## src/rtl/csa_accum_ctrl_pkg.sv

```systemverilog
// rtl/csa_accum_ctrl_pkg.sv - shared types, defaults and helpers for the csa accumulator controller
package csa_ctrl_pkg;

  localparam int LANES_DEF  = 8;
  localparam int SIZE_I_DEF = 32;
  localparam int SIZE_O_DEF = 64;
  localparam int CNT_W_DEF  = 16;
  localparam int TREE_DEPTH = LANES_DEF + 2;
  localparam int ZX_W       = 128;

  typedef enum logic [1:0] {
    IDLE    = 2'd0,
    ACCUM   = 2'd1,
    RESOLVE = 2'd2,
    OUTPUT  = 2'd3
  } state_e;

  // Keeps only the low w_i bits; callers cast down to SIZE_O (SIZE_O <= ZX_W).
  function automatic logic [ZX_W-1:0] zext(input logic [ZX_W-1:0] x, input int unsigned w_i);
    logic [ZX_W-1:0] m;
    m = {ZX_W{1'b1}} >> (ZX_W - w_i);
    return x & m;
  endfunction

endpackage

```

## src/rtl/csa_accum_ctrl_if.sv

```systemverilog
// rtl/csa_accum_ctrl_if.sv - control, beat and result bus; in_mask exists only with CSA_ACCUM_MASK_EN
interface csa_accum_ctrl_if #(
  parameter int SIZE_I = 32,
  parameter int LANES  = 8,
  parameter int SIZE_O = 64,
  parameter int CNT_W  = 16
);

  logic              start;
  logic [CNT_W-1:0]  cfg_beats;
  logic              in_valid;
  logic              in_ready;
  logic [SIZE_I-1:0] in_data [LANES-1:0];
`ifdef CSA_ACCUM_MASK_EN
  logic [LANES-1:0]  in_mask;
`endif
  logic              out_valid;
  logic              out_ready;
  logic [SIZE_O-1:0] out_data;
  logic              busy;

  modport master (
    output start, cfg_beats, in_valid, in_data, out_ready,
`ifdef CSA_ACCUM_MASK_EN
    output in_mask,
`endif
    input  in_ready, out_valid, out_data, busy
  );

  modport slave (
    input  start, cfg_beats, in_valid, in_data, out_ready,
`ifdef CSA_ACCUM_MASK_EN
    input  in_mask,
`endif
    output in_ready, out_valid, out_data, busy
  );

endinterface

```

## src/rtl/csa_tree.sv

```systemverilog
// rtl/csa_tree.sv - combinational carry-save reduction of DEPTH operands to a sum/carry pair
module csa_tree #(
  parameter int SIZE_I = 32,
  parameter int DEPTH  = 10,
  parameter int SIZE_O = 64
) (
  input  logic [SIZE_I-1:0] a [DEPTH],
  output logic [SIZE_O-1:0] b [2]
);

  logic [SIZE_O-1:0] s;
  logic [SIZE_O-1:0] c;
  logic [SIZE_O-1:0] x;
  logic [SIZE_O-1:0] maj;

  // Carry comes out already shifted into its weight position.
  always_comb begin
    s   = '0;
    c   = '0;
    x   = '0;
    maj = '0;
    for (int i = 0; i < DEPTH; i++) begin
      x   = SIZE_O'(a[i]);
      maj = (s & c) | (s & x) | (c & x);
      s   = s ^ c ^ x;
      c   = maj << 1;
    end
    b[0] = s;
    b[1] = c;
  end

endmodule

```

## src/rtl/csa_accum_ctrl.sv

```systemverilog
// rtl/csa_accum_ctrl.sv - multi-beat carry-save accumulator sequencer; optional lane mask via CSA_ACCUM_MASK_EN
module csa_accum_ctrl
  import csa_ctrl_pkg::*;
#(
  parameter int SIZE_I = SIZE_I_DEF,
  parameter int LANES  = LANES_DEF,
  parameter int SIZE_O = SIZE_O_DEF,
  parameter int CNT_W  = CNT_W_DEF
) (
  input logic              clk,
  input logic              reset,
  csa_accum_ctrl_if.slave  bus
);

  localparam int DEPTH = LANES + 2;

  state_e            state_q, state_d;
  logic [CNT_W-1:0]  cnt_q, cnt_d;
  logic [CNT_W-1:0]  cfg_q, cfg_d;
  logic [SIZE_O-1:0] sum_q, sum_d;
  logic [SIZE_O-1:0] carry_q, carry_d;
  logic [SIZE_O-1:0] out_data_q, out_data_d;
  logic              out_valid_q, out_valid_d;
  logic              in_ready_q, in_ready_d;
  logic              busy_q, busy_d;

  logic [SIZE_O-1:0] tree_in  [DEPTH];
  logic [SIZE_O-1:0] tree_out [2];
  logic [LANES-1:0]  lane_en;
  logic              xfer;

`ifdef CSA_ACCUM_MASK_EN
  assign lane_en = bus.in_mask;
`else
  assign lane_en = '1;
`endif

  assign xfer = bus.in_valid && in_ready_q;

  always_comb begin
    for (int i = 0; i < LANES; i++) begin
      tree_in[i] = lane_en[i] ? SIZE_O'(zext(ZX_W'(bus.in_data[i]), SIZE_I)) : '0;
    end
    tree_in[LANES]   = sum_q;
    tree_in[LANES+1] = carry_q;
  end

  csa_tree #(
    .SIZE_I (SIZE_O),
    .DEPTH  (DEPTH),
    .SIZE_O (SIZE_O)
  ) u_tree (
    .a (tree_in),
    .b (tree_out)
  );

  always_comb begin
    state_d     = state_q;
    cnt_d       = cnt_q;
    cfg_d       = cfg_q;
    sum_d       = sum_q;
    carry_d     = carry_q;
    out_data_d  = out_data_q;
    out_valid_d = out_valid_q;
    case (state_q)
      IDLE: begin
        if (bus.start) begin
          cfg_d   = bus.cfg_beats;
          cnt_d   = '0;
          sum_d   = '0;
          carry_d = '0;
          state_d = (bus.cfg_beats == '0) ? RESOLVE : ACCUM;
        end
      end
      ACCUM: begin
        if (xfer) begin
          sum_d   = tree_out[0];
          carry_d = tree_out[1];
          cnt_d   = cnt_q + CNT_W'(1);
          if (cnt_d == cfg_q) state_d = RESOLVE;
        end
      end
      RESOLVE: begin
        out_data_d  = sum_q + carry_q;
        out_valid_d = 1'b1;
        state_d     = OUTPUT;
      end
      OUTPUT: begin
        if (out_valid_q && bus.out_ready) begin
          out_valid_d = 1'b0;
          state_d     = IDLE;
        end
      end
      default: state_d = IDLE;
    endcase
    // Flags follow the next state so they line up with state_q after the edge.
    in_ready_d = (state_d == ACCUM);
    busy_d     = (state_d != IDLE);
  end

  always_ff @(posedge clk or posedge reset) begin
    if (reset) begin
      state_q     <= IDLE;
      cnt_q       <= '0;
      cfg_q       <= '0;
      sum_q       <= '0;
      carry_q     <= '0;
      out_data_q  <= '0;
      out_valid_q <= 1'b0;
      in_ready_q  <= 1'b0;
      busy_q      <= 1'b0;
    end else begin
      state_q     <= state_d;
      cnt_q       <= cnt_d;
      cfg_q       <= cfg_d;
      sum_q       <= sum_d;
      carry_q     <= carry_d;
      out_data_q  <= out_data_d;
      out_valid_q <= out_valid_d;
      in_ready_q  <= in_ready_d;
      busy_q      <= busy_d;
    end
  end

  assign bus.in_ready  = in_ready_q;
  assign bus.out_valid = out_valid_q;
  assign bus.out_data  = out_data_q;
  assign bus.busy      = busy_q;

endmodule

```

## src/flat_wrapper.sv

```systemverilog
// flat-port wrapper written by rule: the top's interface ports become plain ports
module csa_accum_ctrl_flat import csa_ctrl_pkg::*;
#(
  parameter int SIZE_I = SIZE_I_DEF,
  parameter int LANES  = LANES_DEF,
  parameter int SIZE_O = SIZE_O_DEF,
  parameter int CNT_W  = CNT_W_DEF
)
  (clk, reset, bus_start, bus_cfg_beats, bus_in_valid, bus_in_data, bus_out_ready, bus_in_ready, bus_out_valid, bus_out_data, bus_busy);
  csa_accum_ctrl_if #(.SIZE_I(SIZE_I), .LANES(LANES), .SIZE_O(SIZE_O), .CNT_W(CNT_W)) bus_i ();
  input logic clk;
  input logic reset;
  input wire logic [$bits(bus_i.start)-1:0] bus_start;
  input wire logic [$bits(bus_i.cfg_beats)-1:0] bus_cfg_beats;
  input wire logic [$bits(bus_i.in_valid)-1:0] bus_in_valid;
  input wire logic [$bits(bus_i.in_data)-1:0] bus_in_data;
  input wire logic [$bits(bus_i.out_ready)-1:0] bus_out_ready;
  output wire logic [$bits(bus_i.in_ready)-1:0] bus_in_ready;
  output wire logic [$bits(bus_i.out_valid)-1:0] bus_out_valid;
  output wire logic [$bits(bus_i.out_data)-1:0] bus_out_data;
  output wire logic [$bits(bus_i.busy)-1:0] bus_busy;
  assign bus_i.start = bus_start;
  assign bus_i.cfg_beats = bus_cfg_beats;
  assign bus_i.in_valid = bus_in_valid;
  assign bus_i.in_data = {>>{bus_in_data}};
  assign bus_i.out_ready = bus_out_ready;
  assign bus_in_ready = bus_i.in_ready;
  assign bus_out_valid = bus_i.out_valid;
  assign bus_out_data = bus_i.out_data;
  assign bus_busy = bus_i.busy;
  csa_accum_ctrl #(.SIZE_I(SIZE_I), .LANES(LANES), .SIZE_O(SIZE_O), .CNT_W(CNT_W)) u_core (.clk(clk), .reset(reset), .bus(bus_i));
endmodule
```

## config.mk

```make
export PLATFORM = sky130hd
export DESIGN_NAME = csa_accum_ctrl_flat
export DESIGN_NICKNAME = d
export VERILOG_FILES = /design/src/rtl/csa_accum_ctrl_pkg.sv /design/src/rtl/csa_accum_ctrl_if.sv /design/src/rtl/csa_tree.sv /design/src/rtl/csa_accum_ctrl.sv /design/src/flat_wrapper.sv
export SDC_FILE = /design/constraint.sdc
export NUM_CORES = 1
export LEC_CHECK = 0
export ABC_AREA = 1
export CAP_MARGIN = 30
export CORE_MARGIN = 2
export CORE_UTILIZATION = 27
export CTS_CLUSTER_DIAMETER = 80
export DETAILED_ROUTE_END_ITERATION = 8
export SYNTH_ARGS = -nofsm -noshare
export SYNTH_HDL_FRONTEND = slang
export SYNTH_SLANG_ARGS = --single-unit
```

## constraint.sdc

```tcl
create_clock -name clk -period 10.9 [get_ports clk]
set_input_delay 1.635 -clock clk [delete_from_list [all_inputs] [get_ports clk]]
set_output_delay 1.635 -clock clk [all_outputs]
set_load 0.02 [all_outputs]
```

# After elaboration in Yosys (flattened, before gate mapping)
# Cells that the tools add are included.
dict set report classes {
  addsub 2
  eq_ne 8
  mux 16
  bitwise 58
  n_reduce_logical 10
}
# cell count
set ops {}
lappend ops {{$and A63 B63 Y63} 6}
lappend ops {{$pmux W64 S2} 2}
lappend ops {{$xor A64 B64 Y64} 4}
lappend ops {{$or A63 B63 Y63} 4}
lappend ops {{$mux W64} 3}
lappend ops {{$and A37 B32 Y37} 2}
lappend ops {{$and A36 B32 Y36} 2}
lappend ops {{$and A35 B32 Y35} 2}
lappend ops {{$and A34 B32 Y34} 2}
lappend ops {{$and A33 B32 Y33} 2}
lappend ops {{$add A64 B64 Y64} 1}
lappend ops {{$and A32 B32 Y32} 2}
lappend ops {{$xor A64 B32 Y64} 1}
lappend ops {{$xor A64 B39 Y64} 1}
lappend ops {{$and A37 B38 Y38} 1}
lappend ops {{$and A38 B32 Y38} 1}
lappend ops {{$or A38 B37 Y38} 1}
lappend ops {{$or A38 B38 Y38} 1}
lappend ops {{$and A36 B37 Y37} 1}
lappend ops {{$or A37 B36 Y37} 1}
lappend ops {{$or A37 B37 Y37} 1}
lappend ops {{$xor A36 B37 Y37} 1}
lappend ops {{$xor A37 B32 Y37} 1}
lappend ops {{$and A35 B36 Y36} 1}
lappend ops {{other kinds (38)} 50}
dict set report word_totals {
  reg_bits 229
  inputBits 277
  out_inout_bits 67
  wordCells 103
}

# Logic depth before layout (Yosys ltp)
dict set report depth {
  word_depth 27
  ltp_mapped 17
  mapped_depth_nobuf 17
}

# Modules after synthesis
# A second synthesis with hierarchy kept.
dict set report unflattened {
  cells_unflattened 2441
  area_unflattened_um2 24952.7
}
# mod instances cells_each area_each_um2
set by_module_without_submodules {}
lappend by_module_without_submodules {csa_accum_ctrl 1 1783 13726.9}
lappend by_module_without_submodules {csa_tree 1 658 11225.8}

# Worst setup path after synthesis
# No wires, ideal clock.
dict set report synth_timing {
  path_type {input-to-reg}
  start {input bus_in_data[31]}
  end {register u_core.sum_q[31]}
  t_arrival_ns 5.846
  slack_ns 4.936
  stages 15
  n_path_buf 0
  cell_sequence {ha_1 inv_1 fa_1 fa_1 inv_1 fa_1 inv_1 fa_1 inv_1 fa_1 fa_1 fa_1 fa_1 nand3_1 nand2_1}
}
dict set report synth_via {
  elab_chain_cells 19
}
# element line_no
set synth_rtl {}
lappend synth_rtl {{start, declared} flat_wrapper.sv:16} ;# input wire logic [$bits(bus_i.in_data)-1:0] bus_in_data;
lappend synth_rtl {{$xor A32 B32 Y32} csa_tree.sv:25} ;# s = s ^ c ^ x;
lappend synth_rtl {{$xor A32 B33 Y33} csa_tree.sv:25}
lappend synth_rtl {{$xor A33 B32 Y33} csa_tree.sv:25}
lappend synth_rtl {{$xor A33 B34 Y34} csa_tree.sv:25}
lappend synth_rtl {{$xor A34 B32 Y34} csa_tree.sv:25}
lappend synth_rtl {{$xor A34 B35 Y35} csa_tree.sv:25}
lappend synth_rtl {{$xor A35 B32 Y35} csa_tree.sv:25}
lappend synth_rtl {{$xor A35 B36 Y36} csa_tree.sv:25}
lappend synth_rtl {{$xor A36 B32 Y36} csa_tree.sv:25}
lappend synth_rtl {{$xor A36 B37 Y37} csa_tree.sv:25}
lappend synth_rtl {{$xor A37 B32 Y37} csa_tree.sv:25}
lappend synth_rtl {{$xor A64 B64 Y64} csa_tree.sv:25}
lappend synth_rtl {{$xor A64 B32 Y64} csa_tree.sv:25}
lappend synth_rtl {{$xor A64 B39 Y64} csa_tree.sv:25}
lappend synth_rtl {{$xor A64 B64 Y64 (3 in a row)} csa_tree.sv:25}
lappend synth_rtl {{$mux W64} csa_accum_ctrl.sv:76} ;# if (xfer) begin
lappend synth_rtl {{$pmux W64 S2} csa_accum_ctrl.sv:65} ;# case (state_q)
lappend synth_rtl {{end signal, assigned} csa_accum_ctrl.sv:116} ;# sum_q <= sum_d;
lappend synth_rtl {{end, declared} csa_accum_ctrl.sv:20} ;# logic [SIZE_O-1:0] sum_q, sum_d;
# No other way between the ends. The select of a mux whose other input is x is not followed.
# A chain may end at the register's enable or synchronous reset.

# Worst setup path after layout
dict set report layout_timing {
  start {input bus_in_data[31]}
  end {register u_core.sum_q[32]}
}
dict set report layout_via {
  elab_chain_cells 20
  elab_cells_between_ends 48
  cone_classes {mux: 2; bitwise: 46}
}
# element line_no
set layout_rtl {}
lappend layout_rtl {{$xor A32 B32 Y32} csa_tree.sv:25}
lappend layout_rtl {{$and A32 B33 Y33 (tied with other cells)} csa_tree.sv:24} ;# maj = (s & c) | (s & x) | (c & x);
lappend layout_rtl {{$or A33 B32 Y33 / $xor A33 B32 Y33 (equally long branches)} {csa_tree.sv:24, csa_tree.sv:25}}
lappend layout_rtl {{$or A33 B33 Y33 (tied with other cells)} csa_tree.sv:24}
lappend layout_rtl {{$xor A33 B34 Y34 (tied with other cells)} csa_tree.sv:25}
lappend layout_rtl {{$xor A34 B32 Y34 (tied with other cells)} csa_tree.sv:25}
lappend layout_rtl {{$xor A34 B35 Y35 (tied with other cells)} csa_tree.sv:25}
lappend layout_rtl {{$xor A35 B32 Y35 (tied with other cells)} csa_tree.sv:25}
lappend layout_rtl {{[3 not listed]} n/a}
lappend layout_rtl {{$xor A37 B32 Y37 (tied with other cells)} csa_tree.sv:25}
lappend layout_rtl {{$xor A64 B64 Y64 (tied with other cells)} csa_tree.sv:25}
lappend layout_rtl {{$xor A64 B32 Y64 (tied with other cells)} csa_tree.sv:25}
lappend layout_rtl {{$xor A64 B39 Y64 / $or A63 B63 Y63 (equally long branches)} {csa_tree.sv:25, csa_tree.sv:24}}
lappend layout_rtl {{$xor A64 B64 Y64 / $or A63 B63 Y63 (equally long branches)} {csa_tree.sv:25, csa_tree.sv:24}}
lappend layout_rtl {{$xor A64 B64 Y64 (*) (2 in a row)} csa_tree.sv:25}
lappend layout_rtl {{$mux W64 (*)} csa_accum_ctrl.sv:76}
lappend layout_rtl {{$pmux W64 S2 (*)} csa_accum_ctrl.sv:65}
# Every way passes the cells marked *; elsewhere a longest branch is shown, timed or not. The select of a mux whose other input is x is not followed.

==> results.json <==
{
  "yosys.cell_types.count": 38,
  "synth.avg_cell_area_um2": 8.74,
  "start_util_pct": 27.2,
  "worst_r2r_path_depth": 13,
  "first_global_vias": 16700,
  "num_rows": 99,
  "setup_ws_ns": 4.97,
  "drive_gt1_share_pct": 2.95,
  "stdcell_count": 3573,
  "cts_buffers": 28,
  "r2r_slack_ns": 5.79,
  "drt_iter0_markers": 1061,
  "r2r_end": "u_core.carry_q[46]",
  "crit_slowest_cell": "fa_1",
  "die_h_um": 275,
  "synth_compound_area_share_pct": 9.44,
  "synth-seq-cells": 227,
  "io_pins": 344,
  "synth_edf_count": 0,
  "syn2layout_area_growth_pct": 27.4,
  "critPathKind": "in2reg",
  "drtPass1Iterations": 5,
  "htreeDepth": 1,
  "period_minus_slack_ns": 5.93,
  "dpl_worst_slack_ns": 4.32,
  "required_ns": 11.40,
  "via_per_inst": 4.60,
  "cellLeakagePower_uw": 0.0112,
  "ys_top_cells_by_count": "nand2_1 (572), fa_1 (257), inv_1 (251), dfrtp_1 (227), nor2_1 (186)",
  "cp_max_fo": 1,
  "avgRoutedWirePerCell_um": 16.9,
  "syn_inst": 2262,
  "synth-async-reset-ratio_pct": 100,
  "grt_max_degree": 99,
  "synth_area_leaders": "dfrtp_1 (29%), fa_1 (26%), nand2_1 (11%)",
  "root_buffer": "clkbuf_16",
  "period_share_pct": 54.4,
  "fin_skew_ns": 0.0170,
  "crit_top_cell": "fa_1",
  "pwr_density_cell_nw_per_um2": 276,
  "ys_warn_count": 0,
  "max_slew_margin_pct": 35.8,
  "cp_cell_sequence": "clkdlybuf4s50_1 > ha_1 > inv_1 > fa_1 > fa_1 > inv_1 > fa_1 > inv_1 > fa_1 > inv_1 > fa_1 > fa_1 > fa_1 > fa_1 > nand3_1 > nand2_1",
  "setup_viol_count_final": 0,
  "dp_hpwl_um": 49800,
  "synth_xor_area_share_pct": 1.59,
  "rsz0062_at_grt": "false",
  "syn_area_um2": 19800,
  "cts_tree": "done",
  "cts_num_sinks": 227,
  "layout.nets": 3240,
  "crit_arrival_ns": 6.42,
  "port_buffers": 343,
  "crit_end": "u_core.sum_q[32]",
  "slew_violations": 0,
  "drv_cap": 0,
  "die_w_um": 275,
  "clkLatencyLatePin_ns": 0.56,
  "drt_wl_total_um": 60300,
  "antenna_found_initial": 1,
  "placedCellCount": 3521,
  "worstHoldPathType": "reg2reg",
  "synthMuxAreaShare_pct": 0,
  "synth-simple-area-share_pct": 21.0,
  "yosysMostFrequentCell": "nand2_1",
  "cp-end-kind": "register",
  "start_kind": "input port",
  "synth_top_family_by_area": "adder cells",
  "die_area_um2": 75400,
  "ir_worst_vdd_v": 0.000138,
  "path_depth": 16,
  "post_cts_buffers": 0,
  "clkTransAtPathRegs_ns": 0.06,
  "postLayoutCellArea_um2": 25200,
  "clock_path_buffers": 3,
  "gp_congestion": 0.937,
  "crit_family": "adder cells",
  "ctsResizeCount": 0,
  "status": "complete, no violations",
  "tightest_slew_ns": 0.963,
  "critical_path.startpoint": "bus_in_data[31]",
  "mappedNetlistNets": 2910,
  "max_freq_ghz": 0.169,
  "place_area_um2": 24300,
  "ys.flop_type": "dfrtp_1",
  "synth.top_cell.area_share_pct": 28.7,
  "synth_adder_area_share_pct": 33.2,
  "cpPeakStageDelay_ns": 0.53,
  "vias": 16400,
  "crit_buf_inv": 5,
  "route.detailed.drc": 0,
  "hold_buffers": 0,
  "grt_usage_pct": 15.8,
  "tns_ns": 0,
  "r2r-start": "u_core.state_q[0]",
  "grt-ovfl-total": 0,
  "coreArea_um2": 72700,
  "hold_viol": 0,
  "grt_pass1_wl_um": 93600,
  "antenna_left": 0,
  "ys_seq_area_share_pct": 28.7,
  "synth_top_cell_by_area": "dfrtp_1"
}
[tightest hold or removal path, delay by kind of cell, from the launching register on]
family | cells | cell delay [ns]
simple gates | 2 | 0.11
flops | 1 | 0.34
[per-layer routing]
layer	wire [µm]	global-route usage, %	up-vias
li1	-	-	7975
met1	26400	21.6	8002
met2	28500	25.5	386
met3	4360	3.76	57
met4	1080	3.00	2
met5	7	0	-
[layout make-up]
class	instances	area, µm²
antenna	1	2.50
clock buffer	44	852
clock inverter	7	41.3
fill	7484	47500
inverter	255	967
multi-input combinational	1727	12900
sequential	227	5680
tap	959	1200
timing repair buffer	353	3530
[registers in the layout, indices dropped and copies added (netlist names), 2 cells and up]
name,flops
u_core.state_q,2
u_core.cnt_q,16
u_core.sum_q,64
u_core.bus.out_data,64
u_core.cfg_q,16
u_core.carry_q,62
[per-stage QoR]
stage                     util (%)  total power, µW  hold WS, ns
after floorplan                  -             4830        0.453
after CTS                     34.6             7080        0.482
after global routing          34.6             7840        0.499
after global placement        33.4             6000        0.464
after detailed placement      33.4             6130        0.466
final                         34.6             6950        0.476
[placed cells by master (no fill, tap or decap), types with 10 or more instances in the layout]
| cell | n |
|---|---|
| nand3_1 | 170 |
| o21ai_0 | 156 |
| a22o_1 | 24 |
| clkbuf_16 | 29 |
| nor3_1 | 19 |
| nand2_1 | 571 |
| nand4_1 | 20 |
| inv_1 | 250 |
| ha_1 | 114 |
| nor2_1 | 186 |
| dfrtp_1 | 227 |
| clkdlybuf4s50_1 | 343 |
| xnor2_1 | 25 |
| o31ai_1 | 28 |
| nand3b_1 | 10 |
| xor2_1 | 11 |
| fa_1 | 257 |
| a21oi_1 | 73 |
[cell families (layout without fill, tap and decap cells)]
kind of cell               Yosys count  in the layout
and+or+nand+nor                    997            997
adders and majority gates          371            371
AOI/OAI and AO/OA                  323            323
buffers and inverters              308            659
DFF                                227            227
xor gates and xnor gates            36             36
other                                0              1
[power breakdown]
part / switching [µW] / internal [µW]
combinational: 2620 / 2090
clock: 374 / 533
sequential: 237 / 1090
total: 3230 / 3720
[how the worst min path moves through the flow]
stage / startpoint / to / depth (start not counted)
2_1_floorplan: u_core.sum_q[39] / u_core.sum_q[39] / 2
3_3_place_gp: u_core.bus.out_data[63] / u_core.bus.out_data[63] / 2
3_5_place_dp: u_core.bus.out_data[54] / u_core.bus.out_data[54] / 2
4_1_cts: u_core.bus.out_data[50] / u_core.bus.out_data[50] / 2
5_1_grt: u_core.bus.out_data[59] / u_core.bus.out_data[59] / 2
6_report: u_core.bus.out_data[50] / u_core.bus.out_data[50] / 2
Note: power is estimated with default switching activity, not from simulation.
